## src/rtl/axi_rd_burst_master_pkg.sv

```systemverilog
// Shared AXI encodings, field widths and FSM states for the burst read master.
package axi_rd_burst_master_pkg;

  localparam int AXI_LEN_W    = 8;
  localparam int AXI_SIZE_W   = 3;
  localparam int AXI_BURST_W  = 2;
  localparam int AXI_RESP_W   = 2;
  localparam int AXI_PROT_W   = 3;
  localparam int AXI_CACHE_W  = 4;
  localparam int AXI_QOS_W    = 4;
  localparam int AXI_REGION_W = 4;
  localparam int AXI_USER_W   = 1;

  localparam logic [AXI_BURST_W-1:0] AXI_BURST_INCR = 2'b01;
  localparam logic [AXI_BURST_W-1:0] AXI_BURST_WRAP = 2'b10;

  localparam logic [AXI_RESP_W-1:0] AXI_RESP_OKAY   = 2'b00;
  localparam logic [AXI_RESP_W-1:0] AXI_RESP_EXOKAY = 2'b01;
  localparam logic [AXI_RESP_W-1:0] AXI_RESP_SLVERR = 2'b10;
  localparam logic [AXI_RESP_W-1:0] AXI_RESP_DECERR = 2'b11;

  typedef enum logic [1:0] {
    ST_IDLE = 2'd0,
    ST_ADDR = 2'd1,
    ST_DATA = 2'd2,
    ST_DONE = 2'd3
  } rd_state_e;

  // Response severity grows with the encoding, so the worst one is the numeric max.
  function automatic logic [AXI_RESP_W-1:0] resp_max(input logic [AXI_RESP_W-1:0] a,
                                                     input logic [AXI_RESP_W-1:0] b);
    return (a > b) ? a : b;
  endfunction

endpackage

```

## src/rtl/axi_rd_burst_master_beat_extract.sv

```systemverilog
// Combinational beat extraction: narrow-read lane shift/mask and line-buffer slot index.
module axi_rd_beat_extract
  import axi_rd_burst_master_pkg::*;
#(
  parameter int DATA_W    = 64,
  parameter int MAX_BEATS = 8,
  localparam int OFF_W    = $clog2(DATA_W / 8),
  localparam int SLOT_W   = $clog2(MAX_BEATS)
) (
  input  logic [DATA_W-1:0]     rdata,
  input  logic [OFF_W-1:0]      byte_off,
  input  logic [AXI_SIZE_W-1:0] size,
  input  logic                  wrap,
  input  logic [SLOT_W-1:0]     start_slot,
  input  logic [SLOT_W-1:0]     beat_idx,
  input  logic [SLOT_W-1:0]     len,
  output logic [DATA_W-1:0]     data,
  output logic [SLOT_W-1:0]     slot
);

  logic [DATA_W-1:0] shifted_s;
  logic [DATA_W-1:0] mask_s;
  logic [10:0]       lane_bits_s;
  logic [SLOT_W-1:0] wrapped_s;

  // Bursts are always full width with a zero lane offset, so one path serves both cases.
  always_comb begin
    shifted_s   = rdata >> {byte_off, 3'b000};
    lane_bits_s = 11'd8 << size;
    mask_s      = ~({DATA_W{1'b1}} << lane_bits_s);
    data        = shifted_s & mask_s;
    // WRAP lengths are powers of two, so masking with arlen is the modulo.
    wrapped_s   = (start_slot + beat_idx) & len;
    slot        = wrap ? wrapped_s : beat_idx;
  end

endmodule

```

## src/rtl/axi_rd_burst_master.sv

```systemverilog
// AXI4 read master: one outstanding single/INCR/WRAP read, streams beats with
// backpressure and assembles the burst into a line buffer for cache refill.
module axi_rd_burst_master
  import axi_rd_burst_master_pkg::*;
#(
  parameter int DATA_W    = 64,
  parameter int ADDR_W    = 64,
  parameter int ID_W      = 4,
  parameter int MAX_BEATS = 8
) (
  input  logic                        clk,
  input  logic                        reset_n,
  input  logic                        req_valid,
  output logic                        req_ready,
  input  logic [ID_W-1:0]             req_id,
  input  logic [ADDR_W-1:0]           req_addr,
  input  logic [AXI_LEN_W-1:0]        req_len,
  input  logic [AXI_SIZE_W-1:0]       req_size,
  input  logic                        req_wrap,
  output logic                        beat_valid,
  input  logic                        beat_ready,
  output logic [DATA_W-1:0]           beat_data,
  output logic                        beat_last,
  output logic                        line_valid,
  output logic [MAX_BEATS*DATA_W-1:0] line_data,
  output logic [AXI_RESP_W-1:0]       line_resp,
  output logic                        m_arvalid,
  input  logic                        m_arready,
  output logic [ID_W-1:0]             m_arid,
  output logic [ADDR_W-1:0]           m_araddr,
  output logic [AXI_LEN_W-1:0]        m_arlen,
  output logic [AXI_SIZE_W-1:0]       m_arsize,
  output logic [AXI_BURST_W-1:0]      m_arburst,
  output logic [AXI_PROT_W-1:0]       m_arprot,
  output logic [AXI_CACHE_W-1:0]      m_arcache,
  output logic [AXI_QOS_W-1:0]        m_arqos,
  output logic [AXI_REGION_W-1:0]     m_arregion,
  output logic                        m_arlock,
  output logic [AXI_USER_W-1:0]       m_aruser,
  input  logic                        m_rvalid,
  output logic                        m_rready,
  input  logic [ID_W-1:0]             m_rid,
  input  logic [DATA_W-1:0]           m_rdata,
  input  logic [AXI_RESP_W-1:0]       m_rresp,
  input  logic                        m_rlast
);

  localparam int OFF_W  = $clog2(DATA_W / 8);
  localparam int SLOT_W = $clog2(MAX_BEATS);
  localparam int LINE_W = MAX_BEATS * DATA_W;
  localparam logic [AXI_SIZE_W-1:0] FULL_SIZE = AXI_SIZE_W'(OFF_W);

  rd_state_e              state_q, state_d;
  logic [ID_W-1:0]        arid_q, arid_d;
  logic [ADDR_W-1:0]      araddr_q, araddr_d;
  logic [AXI_LEN_W-1:0]   arlen_q, arlen_d;
  logic [AXI_SIZE_W-1:0]  arsize_q, arsize_d;
  logic [AXI_BURST_W-1:0] arburst_q, arburst_d;
  logic [SLOT_W-1:0]      beat_cnt_q, beat_cnt_d;
  logic [AXI_RESP_W-1:0]  resp_acc_q, resp_acc_d;
  logic                   beat_valid_q, beat_valid_d;
  logic [DATA_W-1:0]      beat_data_q, beat_data_d;
  logic                   beat_last_q, beat_last_d;
  logic                   line_valid_q, line_valid_d;
  logic [LINE_W-1:0]      line_data_q, line_data_d;
  logic [AXI_RESP_W-1:0]  line_resp_q, line_resp_d;

  logic                   m_rready_s;
  logic                   r_hs_s;
  logic                   last_idx_s;
  logic                   close_s;
  logic                   proto_err_s;
  logic [AXI_RESP_W-1:0]  beat_resp_s;
  logic [AXI_RESP_W-1:0]  resp_next_s;
  logic [AXI_SIZE_W-1:0]  size_eff_s;
  logic [ADDR_W-1:0]      align_mask_s;
  logic [DATA_W-1:0]      beat_word_s;
  logic [SLOT_W-1:0]      slot_s;

  axi_rd_beat_extract #(
    .DATA_W    (DATA_W),
    .MAX_BEATS (MAX_BEATS)
  ) u_extract (
    .rdata      (m_rdata),
    .byte_off   (araddr_q[OFF_W-1:0]),
    .size       (arsize_q),
    .wrap       (arburst_q == AXI_BURST_WRAP),
    .start_slot (araddr_q[OFF_W +: SLOT_W]),
    .beat_idx   (beat_cnt_q),
    .len        (arlen_q[SLOT_W-1:0]),
    .data       (beat_word_s),
    .slot       (slot_s)
  );

  // R-beat handshake and burst-termination decode; protocol violations fold into SLVERR.
  always_comb begin
    m_rready_s   = (state_q == ST_DATA) && (!beat_valid_q || beat_ready);
    r_hs_s       = m_rvalid && m_rready_s;
    last_idx_s   = (AXI_LEN_W'(beat_cnt_q) == arlen_q);
    close_s      = m_rlast || last_idx_s;
    proto_err_s  = (m_rid != arid_q) || (m_rlast != last_idx_s);
    beat_resp_s  = proto_err_s ? resp_max(m_rresp, AXI_RESP_SLVERR) : m_rresp;
    resp_next_s  = resp_max(resp_acc_q, beat_resp_s);
    size_eff_s   = (req_len == 8'd0) ? req_size : FULL_SIZE;
    align_mask_s = ~((ADDR_W'(1'b1) << size_eff_s) - ADDR_W'(1'b1));
  end

  // Next-state, request latch, beat output register and line assembly.
  always_comb begin
    state_d      = state_q;
    arid_d       = arid_q;
    araddr_d     = araddr_q;
    arlen_d      = arlen_q;
    arsize_d     = arsize_q;
    arburst_d    = arburst_q;
    beat_cnt_d   = beat_cnt_q;
    resp_acc_d   = resp_acc_q;
    beat_valid_d = beat_valid_q;
    beat_data_d  = beat_data_q;
    beat_last_d  = beat_last_q;
    line_valid_d = 1'b0;
    line_data_d  = line_data_q;
    line_resp_d  = line_resp_q;

    if (r_hs_s) begin
      beat_valid_d = 1'b1;
      beat_data_d  = beat_word_s;
      beat_last_d  = close_s;
      if (beat_cnt_q == {SLOT_W{1'b0}}) begin
        line_data_d = {LINE_W{1'b0}};
      end else begin
        line_data_d = line_data_q;
      end
      line_data_d[slot_s*DATA_W +: DATA_W] = beat_word_s;
    end else if (beat_ready) begin
      beat_valid_d = 1'b0;
      beat_last_d  = 1'b0;
    end else begin
      beat_valid_d = beat_valid_q;
    end

    case (state_q)
      ST_IDLE: begin
        if (req_valid) begin
          arid_d     = req_id;
          araddr_d   = req_addr & align_mask_s;
          arlen_d    = req_len;
          arsize_d   = size_eff_s;
          arburst_d  = req_wrap ? AXI_BURST_WRAP : AXI_BURST_INCR;
          beat_cnt_d = {SLOT_W{1'b0}};
          resp_acc_d = AXI_RESP_OKAY;
          state_d    = ST_ADDR;
        end else begin
          state_d = ST_IDLE;
        end
      end
      ST_ADDR: begin
        if (m_arready) begin
          state_d = ST_DATA;
        end else begin
          state_d = ST_ADDR;
        end
      end
      ST_DATA: begin
        if (r_hs_s) begin
          beat_cnt_d = beat_cnt_q + SLOT_W'(1'b1);
          resp_acc_d = resp_next_s;
          if (close_s) begin
            line_valid_d = 1'b1;
            line_resp_d  = resp_next_s;
            state_d      = ST_DONE;
          end else begin
            state_d = ST_DATA;
          end
        end else begin
          state_d = ST_DATA;
        end
      end
      ST_DONE: begin
        if (!beat_valid_d) begin
          state_d = ST_IDLE;
        end else begin
          state_d = ST_DONE;
        end
      end
      default: state_d = ST_IDLE;
    endcase
  end

  // State and datapath registers, synchronous active-low reset.
  always_ff @(posedge clk) begin
    if (!reset_n) begin
      state_q      <= ST_IDLE;
      arid_q       <= {ID_W{1'b0}};
      araddr_q     <= {ADDR_W{1'b0}};
      arlen_q      <= {AXI_LEN_W{1'b0}};
      arsize_q     <= {AXI_SIZE_W{1'b0}};
      arburst_q    <= {AXI_BURST_W{1'b0}};
      beat_cnt_q   <= {SLOT_W{1'b0}};
      resp_acc_q   <= AXI_RESP_OKAY;
      beat_valid_q <= 1'b0;
      beat_data_q  <= {DATA_W{1'b0}};
      beat_last_q  <= 1'b0;
      line_valid_q <= 1'b0;
      line_data_q  <= {LINE_W{1'b0}};
      line_resp_q  <= AXI_RESP_OKAY;
    end else begin
      state_q      <= state_d;
      arid_q       <= arid_d;
      araddr_q     <= araddr_d;
      arlen_q      <= arlen_d;
      arsize_q     <= arsize_d;
      arburst_q    <= arburst_d;
      beat_cnt_q   <= beat_cnt_d;
      resp_acc_q   <= resp_acc_d;
      beat_valid_q <= beat_valid_d;
      beat_data_q  <= beat_data_d;
      beat_last_q  <= beat_last_d;
      line_valid_q <= line_valid_d;
      line_data_q  <= line_data_d;
      line_resp_q  <= line_resp_d;
    end
  end

  assign req_ready  = (state_q == ST_IDLE);
  assign m_arvalid  = (state_q == ST_ADDR);
  assign m_arid     = arid_q;
  assign m_araddr   = araddr_q;
  assign m_arlen    = arlen_q;
  assign m_arsize   = arsize_q;
  assign m_arburst  = arburst_q;
  assign m_arprot   = {AXI_PROT_W{1'b0}};
  assign m_arcache  = {AXI_CACHE_W{1'b0}};
  assign m_arqos    = {AXI_QOS_W{1'b0}};
  assign m_arregion = {AXI_REGION_W{1'b0}};
  assign m_arlock   = 1'b0;
  assign m_aruser   = {AXI_USER_W{1'b0}};
  assign m_rready   = m_rready_s;
  assign beat_valid = beat_valid_q;
  assign beat_data  = beat_data_q;
  assign beat_last  = beat_last_q;
  assign line_valid = line_valid_q;
  assign line_data  = line_data_q;
  assign line_resp  = line_resp_q;

endmodule
```

## config.mk

```make
export PLATFORM = sky130hd
export DESIGN_NAME = axi_rd_burst_master
export DESIGN_NICKNAME = d
export VERILOG_FILES = /design/src/rtl/axi_rd_burst_master_pkg.sv /design/src/rtl/axi_rd_burst_master_beat_extract.sv /design/src/rtl/axi_rd_burst_master.sv
export SDC_FILE = /design/constraint.sdc
export NUM_CORES = 1
export LEC_CHECK = 0
export BUFFER_PORTS_ARGS = -buffer_cell sky130_fd_sc_hd__buf_2
export CAP_MARGIN = 20
export CORE_AREA = 4 4 329 331
export DETAILED_ROUTE_END_ITERATION = 8
export DIE_AREA = 0 0 333 335
export SLEW_MARGIN = 20
export SYNTH_ARGS = -nofsm -noshare
export SYNTH_HDL_FRONTEND = slang
export SYNTH_SLANG_ARGS = --single-unit
```

## constraint.sdc

```tcl
create_clock -name clk -period 9.5 [get_ports clk]
set_input_delay 0.95 -clock clk [delete_from_list [all_inputs] [get_ports clk]]
set_output_delay 0.95 -clock clk [all_outputs]
set_load 0.005 [all_outputs]
```

==> Word level (Yosys, flattened, before mapping) <==
Cells that the tools add are included.
{ "totals": {"register_bits": 669, "input_bits": 157, "output_inout_bits": 682, "word_cells": 81} }
{ "classes": {"n_addsub": 4, "magnitude_cmp": 2, "n_eq_ne": 9, "n_shift": 6, "n_mux": 26, "bitwise_logic": 5, "n_reduce_logical": 15} }
{ "op_table": {"columns": ["op", "n"], "rows": [
  ["$mux 512", 2],
  ["$bwmux 512", 1],
  ["$shift 64x34->512 const A", 1],
  ["$shiftx 64x34->512", 1],
  ["$and 64x64->64", 2],
  ["$not 64->64", 2],
  ["$shl 1x3->64 const A", 1],
  ["$shl 64x11->64 const A", 1],
  ["$shr 64x6->64", 1],
  ["$sub 64x1->64 const B", 1],
  ["$neg 9->34", 1],
  ["$mux 2", 9],
  ["$mux 3", 4],
  ["$shl 4x3->11 const A", 1],
  ["$reduce_and 3->1", 3],
  ["$eq 3x8->1", 1],
  ["$logic_not 8->1", 1],
  ["$pmux 2 s4", 1],
  ["$mux 1", 7],
  ["$eq 2x2->1 const B", 3],
  ["$pmux 3 s2", 1],
  ["$ne 2x2->1 const B", 2],
  ["$ne 4x4->1", 1],
  ["$pmux 2 s2", 1],
  ["other kinds (14)", 18]
]} }

==> Logic depth before layout (Yosys ltp) <==
{ "depth": {"word_depth": 8, "mapped_depth": 16, "depth_no_buf": 13} }

==> Modules after synthesis <==
A second synthesis with hierarchy kept.
{ "hier_totals": {"cells_unflattened": 2542, "area_unflattened_um2": 24886.4} }
{ "by_module_without_submodules": {"columns": ["mod", "instances", "cells_per_inst", "area_per_inst_um2", "seq_area_each_um2"], "rows": [
  ["axi_rd_burst_master", 1, 2285, 22920.7, 13392.8],
  ["axi_rd_beat_extract", 1, 257, 1965.6, 0.0]
]} }

==> Least setup slack after synthesis <==
Ideal clock, no wire load.
{ "synth_timing": {"path_kind": "register to register", "start": "reg beat_cnt_q[0]", "end": "reg line_data_q[27] (netlist: line_data[27])", "setup_time_ns": 0.119, "arrival_time_ns": 3.628, "required_time_ns": 9.381, "slack_ns": 5.753, "stages_incl_launch_ff": 16, "n_path_buf": 5, "synth_period_minus_slack_ns": 3.747, "cell_sequence": "dfxtp_1 -> ha_1 -> nand2_1 -> mux2_4 -> buf_4 -> buf_4 -> buf_2 -> ha_1 -> ha_1 -> buf_6 -> or3b_1 -> a211o_1 -> nor4b_4 -> a21oi_4 -> buf_6 -> a2bb2o_2"} }
{ "synth_via": {"elab_chain_cells": 6, "word_cells_on_any_way": 10, "classes_between": "add/sub (2); shift (2); mux (4); bitwise (1); reduce/logical (1)"} }
{ "synth_rtl": {"columns": ["item", "line", "rtl"], "rows": [
  ["from (decl)", "axi_rd_burst_master.sv:59", "logic [SLOT_W-1:0] beat_cnt_q, beat_cnt_d;"],
  ["from (signal assigned)", "axi_rd_burst_master.sv:199", "beat_cnt_q <= {SLOT_W{1'b0}};"],
  ["from (signal assigned)", "axi_rd_burst_master.sv:214", "beat_cnt_q <= beat_cnt_d;"],
  ["$add 3x3->3", "axi_rd_burst_master_beat_extract.sv:33", "wrapped_s = (start_slot + beat_idx) & len;"],
  ["$and 3x3->3", "axi_rd_burst_master_beat_extract.sv:33", null],
  ["$mux 3", "axi_rd_burst_master_beat_extract.sv:34", "slot = wrap ? wrapped_s : beat_idx;"],
  ["$neg 9->34", "axi_rd_burst_master.sv:134", "line_data_d[slot_s*DATA_W +: DATA_W] = beat_word_s;"],
  ["$shiftx 64x34->512 or $shift 64x34->512 (tied branches)", "axi_rd_burst_master.sv:134", null],
  ["$bwmux 512 *", "axi_rd_burst_master.sv:134", null],
  ["to (signal assigned)", "axi_rd_burst_master.sv:205", "line_data_q <= {LINE_W{1'b0}};"],
  ["to (signal assigned)", "axi_rd_burst_master.sv:220", "line_data_q <= line_data_d;"],
  ["to (decl)", "axi_rd_burst_master.sv:65", "logic [LINE_W-1:0] line_data_q, line_data_d;"]
]} }
Every way passes the cells marked *; elsewhere a longest branch is shown, timed or not. The select of a mux whose other input is x is not followed.
A chain may end at the register's enable or synchronous reset.

==> Worst setup path after layout <==
{ "layout_timing": {"start": "reg beat_cnt_q[0]", "end": "reg line_data_q[433] (netlist: line_data[433])"} }
Same word-level chain as after synthesis.

==> results.md <==
* Status: completed
* Worst slew margin at between 20% and 30%
* Xor-xnor portion of the synthesized cell area at 0.427%
* Final Critical Period at around 4800 ps
* Via-to-Cell Ratio at a little under 5
* Worst path arrival time at ~5300 ps
* Final WL at about 130,000 um
* Seq/Total Area, Yosys at about 54%
* Met3 WL at about 14,000 um
* # rows at 119
* Max Fanout on Critical Path at 33
* Synth Cell Area at 24,600 sq um
* Final ANT Viol Nets at 0
* Residual DRC count at 0
* Total power at ~6.4 mW
* Hold path depth at 2
* Crit path required time at 9990 ps
* Maximum clock insertion buffer count at 3
* Yosys reg bits at between 600 and 700
* Cells after Synth at 2,378
* Main synth FF type: dfxtp_1
* Synth area leaders: dfxtp_1 (54%), a22o_1 (7.2%), nand2_1 (6.0%), o22ai_1 (5.2%), o2bb2ai_1 (3.6%)
* Post-CTS sizing at 0
* Max-cap violations at 0
* Synth warnings at 0
* Startpoint Class: flop
* Final GP Congestion at roughly 0.83
* Layout Area Growth over Synthesis at 32.1%
* Final setup viols at 0
* CTS tree: yes
* DIE HEIGHT at approximately 340 um
* Initial core utilization at a little under a quarter
* Die width at between 300 and 400 um
* Hold Crit Class: flop to flop
* Crit path top cell by count: ha_1
* Largest net degree at the start of global routing at 90
* Post-synth top area share at 54.4%
* Post-synth EDFFs at 0
* Post-synthesis mux area share at 3.88%
* Crit-path slowest cell: a21oi_4
* PnR worst setup slack at around 4700 ps
* First-pass GRT wire length at approximately 180,000 um
* Adder-cell share of the synthesized area at 0.640%
* Synth Area in Simple Gates at 11.1%
* Unique masters post-synth at 77
* Post-CTS setup buffers at 0
* Worst-Skew Late Latency at 650 ps
* Crit share post-route at about half
* Worst Setup End Kind: flop
* Non-Filler Instances at roughly 4,600
* Congestion Overflow GR at 0
* IO Pins at ~840
* Port Buf Inserts at a little over 800
* DRT iter0 DRCs at between 1,500 and 2,000
* Vias post-DR at approximately 23,000
* GR Util All Layers at ~23%
* # nets final at approximately 3,300
* Layout cell share with drive strength beyond 1 at around 34%
* Main combinational cell family by area after synthesis: compound AO/OA/AOI/OAI gates
* Met2 WL post-DR at 63,600 um
* Die ar. at about 110,000 sq um
* Crit path cell chain: ha_1, fa_1, and4b_1, a21o_1, inv_1, ha_1, ha_1, nor2b_1, a41oi_1, a21oi_4, buf_4, o22ai_1
* RSZ-0062 raised after global routing: false
* Final hold slack at 439 ps
* Clock root buffer: clkbuf_16
* # H-tree levels at 3
* Post-Place Setup Slack at ~4700 ps
* Placed Cells at 4,442
* TritonCTS Buffers at 79
* Achievable Freq at 207 MHz
* TNS Setup at 0 ps
* VDD IR max at between 0.1 and 0.15 mV
* Worst R2R Setup Slack at around 4700 ps
* Cell taking the most area after synthesis: dfxtp_1
* Synth Area per Inst at about 10 sq um
* Final slew viol count at 0
* M1 WL at slightly above 50,000 um
* Clock-pin slew on the worst setup and hold paths at 60 ps
* Routed length per instance at a little under 30 um
* Core area at between 100,000 and 150,000 sq um
* R2r worst-path depth at 12
* Clk sinks at 669
* Initial antenna violation count at between 60 and 70
* Hold-fix buffer count after cts at 0
* Vias in the first global route at between 20,000 and 25,000
* Final Skew at between 20 and 30 ps
* Final Hold Viols at 0
* Ys async rst share at 0%
* DP HPWL at 100,000 um
* Top routing layer in use: met5
* Leakage at approximately 14 nW
* Max incr delay on CP at slightly below 900 ps
* DRT Pass-1 Iters at 7
* Critical path type: flop to flop
* Post-synthesis compound-gate area fraction at about a quarter
* Pwr/cell area at ~200 nW/um^2
* Slew @ Worst Pin at approximately 1100 ps
==> worst max-delay path: cells and delay by family, from the launching register on <==
family,cells,cell delay [ps]
AO/OA/AOI/OAI,4,1500
adder cells (fa/ha/maj),4,1390
buffers and inverters,2,610
flip-flops,1,350
AND/OR/NAND/NOR,2,770
==> layer usage <==
layer  vias to the layer above  global-route usage (%)
met5                         -                       0
li1                      10168                       -
met4                        32                    6.52
met3                       275                    8.95
met2                      1085                    38.2
met1                     11074                    26.3
==> synthesized netlist by cell type, types with 6 or more instances <==
cell / n
dfxtp_1: 669
nand2_1: 391
a22o_1: 203
o22ai_1: 203
o2bb2ai_1: 101
nor2_1: 94
a21oi_1: 80
clkbuf_1: 78
buf_2: 75
mux2i_1: 67
buf_4: 32
a21o_1: 27
a22oi_1: 24
a2bb2o_4: 23
buf_6: 23
o21ai_0: 22
nand3_1: 17
inv_1: 16
nand2b_1: 16
nor2b_1: 13
ha_1: 11
nand4_1: 11
a2bb2oi_1: 10
mux2_2: 10
nor3_1: 10
o2bb2ai_2: 10
nand3b_1: 9
or2_0: 9
a211oi_1: 8
mux4_2: 7
or3_1: 7
xnor2_1: 6
xor2_1: 6
==> final cells by class <==
cell class | count | area, sq um
Timing Repair Buffer | 870 | 4480
Clock inverter | 37 | 508
Tap cell | 1391 | 1740
Antenna cell | 15 | 37.5
Inverter | 18 | 70.1
Multi-Input combinational cell | 1494 | 10100
Fill cell | 11093 | 72600
Sequential cell | 669 | 13400
Clock buffer | 104 | 2220
==> registers in the layout, summed over array words and instances, names as in the netlist <==
register / cells
line_data: 512
beat_data: 64
m_araddr: 64
m_arlen: 8
m_arid: 4
beat_cnt_q: 3
m_arsize: 3
line_resp: 2
m_arburst: 2
resp_acc_q: 2
state_q: 2
beat_last: 1
beat_valid: 1
line_valid: 1
==> placed cells by master, fill, tap and decap left out, types with 10 or more instances in the layout <==
cell and count:
buf_2 820, dfxtp_1 666, nand2_1 390, o22ai_1 203, a22o_1 203, o2bb2ai_1 101, nor2_1 93, a21oi_1 80
clkbuf_16 80, mux2i_1 67, buf_4 49, a21o_1 27, a22oi_1 24, a2bb2o_4 23, o21ai_0 19, conb_1 17
inv_1 16, nand2b_1 16, diode_2 15, nand3_1 14, clkbuf_8 13, nor2b_1 12, nand4_1 11, ha_1 11
clkbuf_1 11, mux2_2 10, a2bb2oi_1 10, o2bb2ai_2 10, clkinv_2 10
==> kinds of logic (layout without fill, tap and decap cells) <==
| family | after synthesis | after routing |
|---|---|---|
| other | 1 | 32 |
| flip-flops | 669 | 669 |
| XOR/XNOR | 12 | 12 |
| AND/OR/NAND/NOR | 616 | 616 |
| multiplexers | 85 | 85 |
| buffers and inverters | 231 | 1029 |
| AO/OA/AOI/OAI | 752 | 752 |
| adder cells (fa/ha/maj) | 12 | 12 |
==> power breakdown <==
part	switching, mW	internal [mW]
registers	0.0214	2.83
clock network	1.29	1.91
logic	0.274	0.112
total	1.58	4.86
==> path summary, 6_finish.rpt <==
path / start / end
max: beat_cnt_q[0]$_SDFFE_PN0P_ / line_data[433]$_SDFFE_PN0P_
min: beat_data[10]$_SDFFE_PN0P_ / beat_data[10]$_SDFFE_PN0P_
max reg2reg: beat_cnt_q[0]$_SDFFE_PN0P_ / line_data[433]$_SDFFE_PN0P_
min reg2reg: beat_data[10]$_SDFFE_PN0P_ / beat_data[10]$_SDFFE_PN0P_
==> through the flow <==
step / instance area, sq um / util [%]
2_1_floorplan: 24700 / -
3_3_place_gp: 29800 / 28.3
3_5_place_dp: 29800 / 28.3
4_1_cts: 32500 / 30.9
5_1_grt: 32500 / 30.9
6_report: 32600 / 31.0
Note: power is estimated with default switching activity, not from simulation.
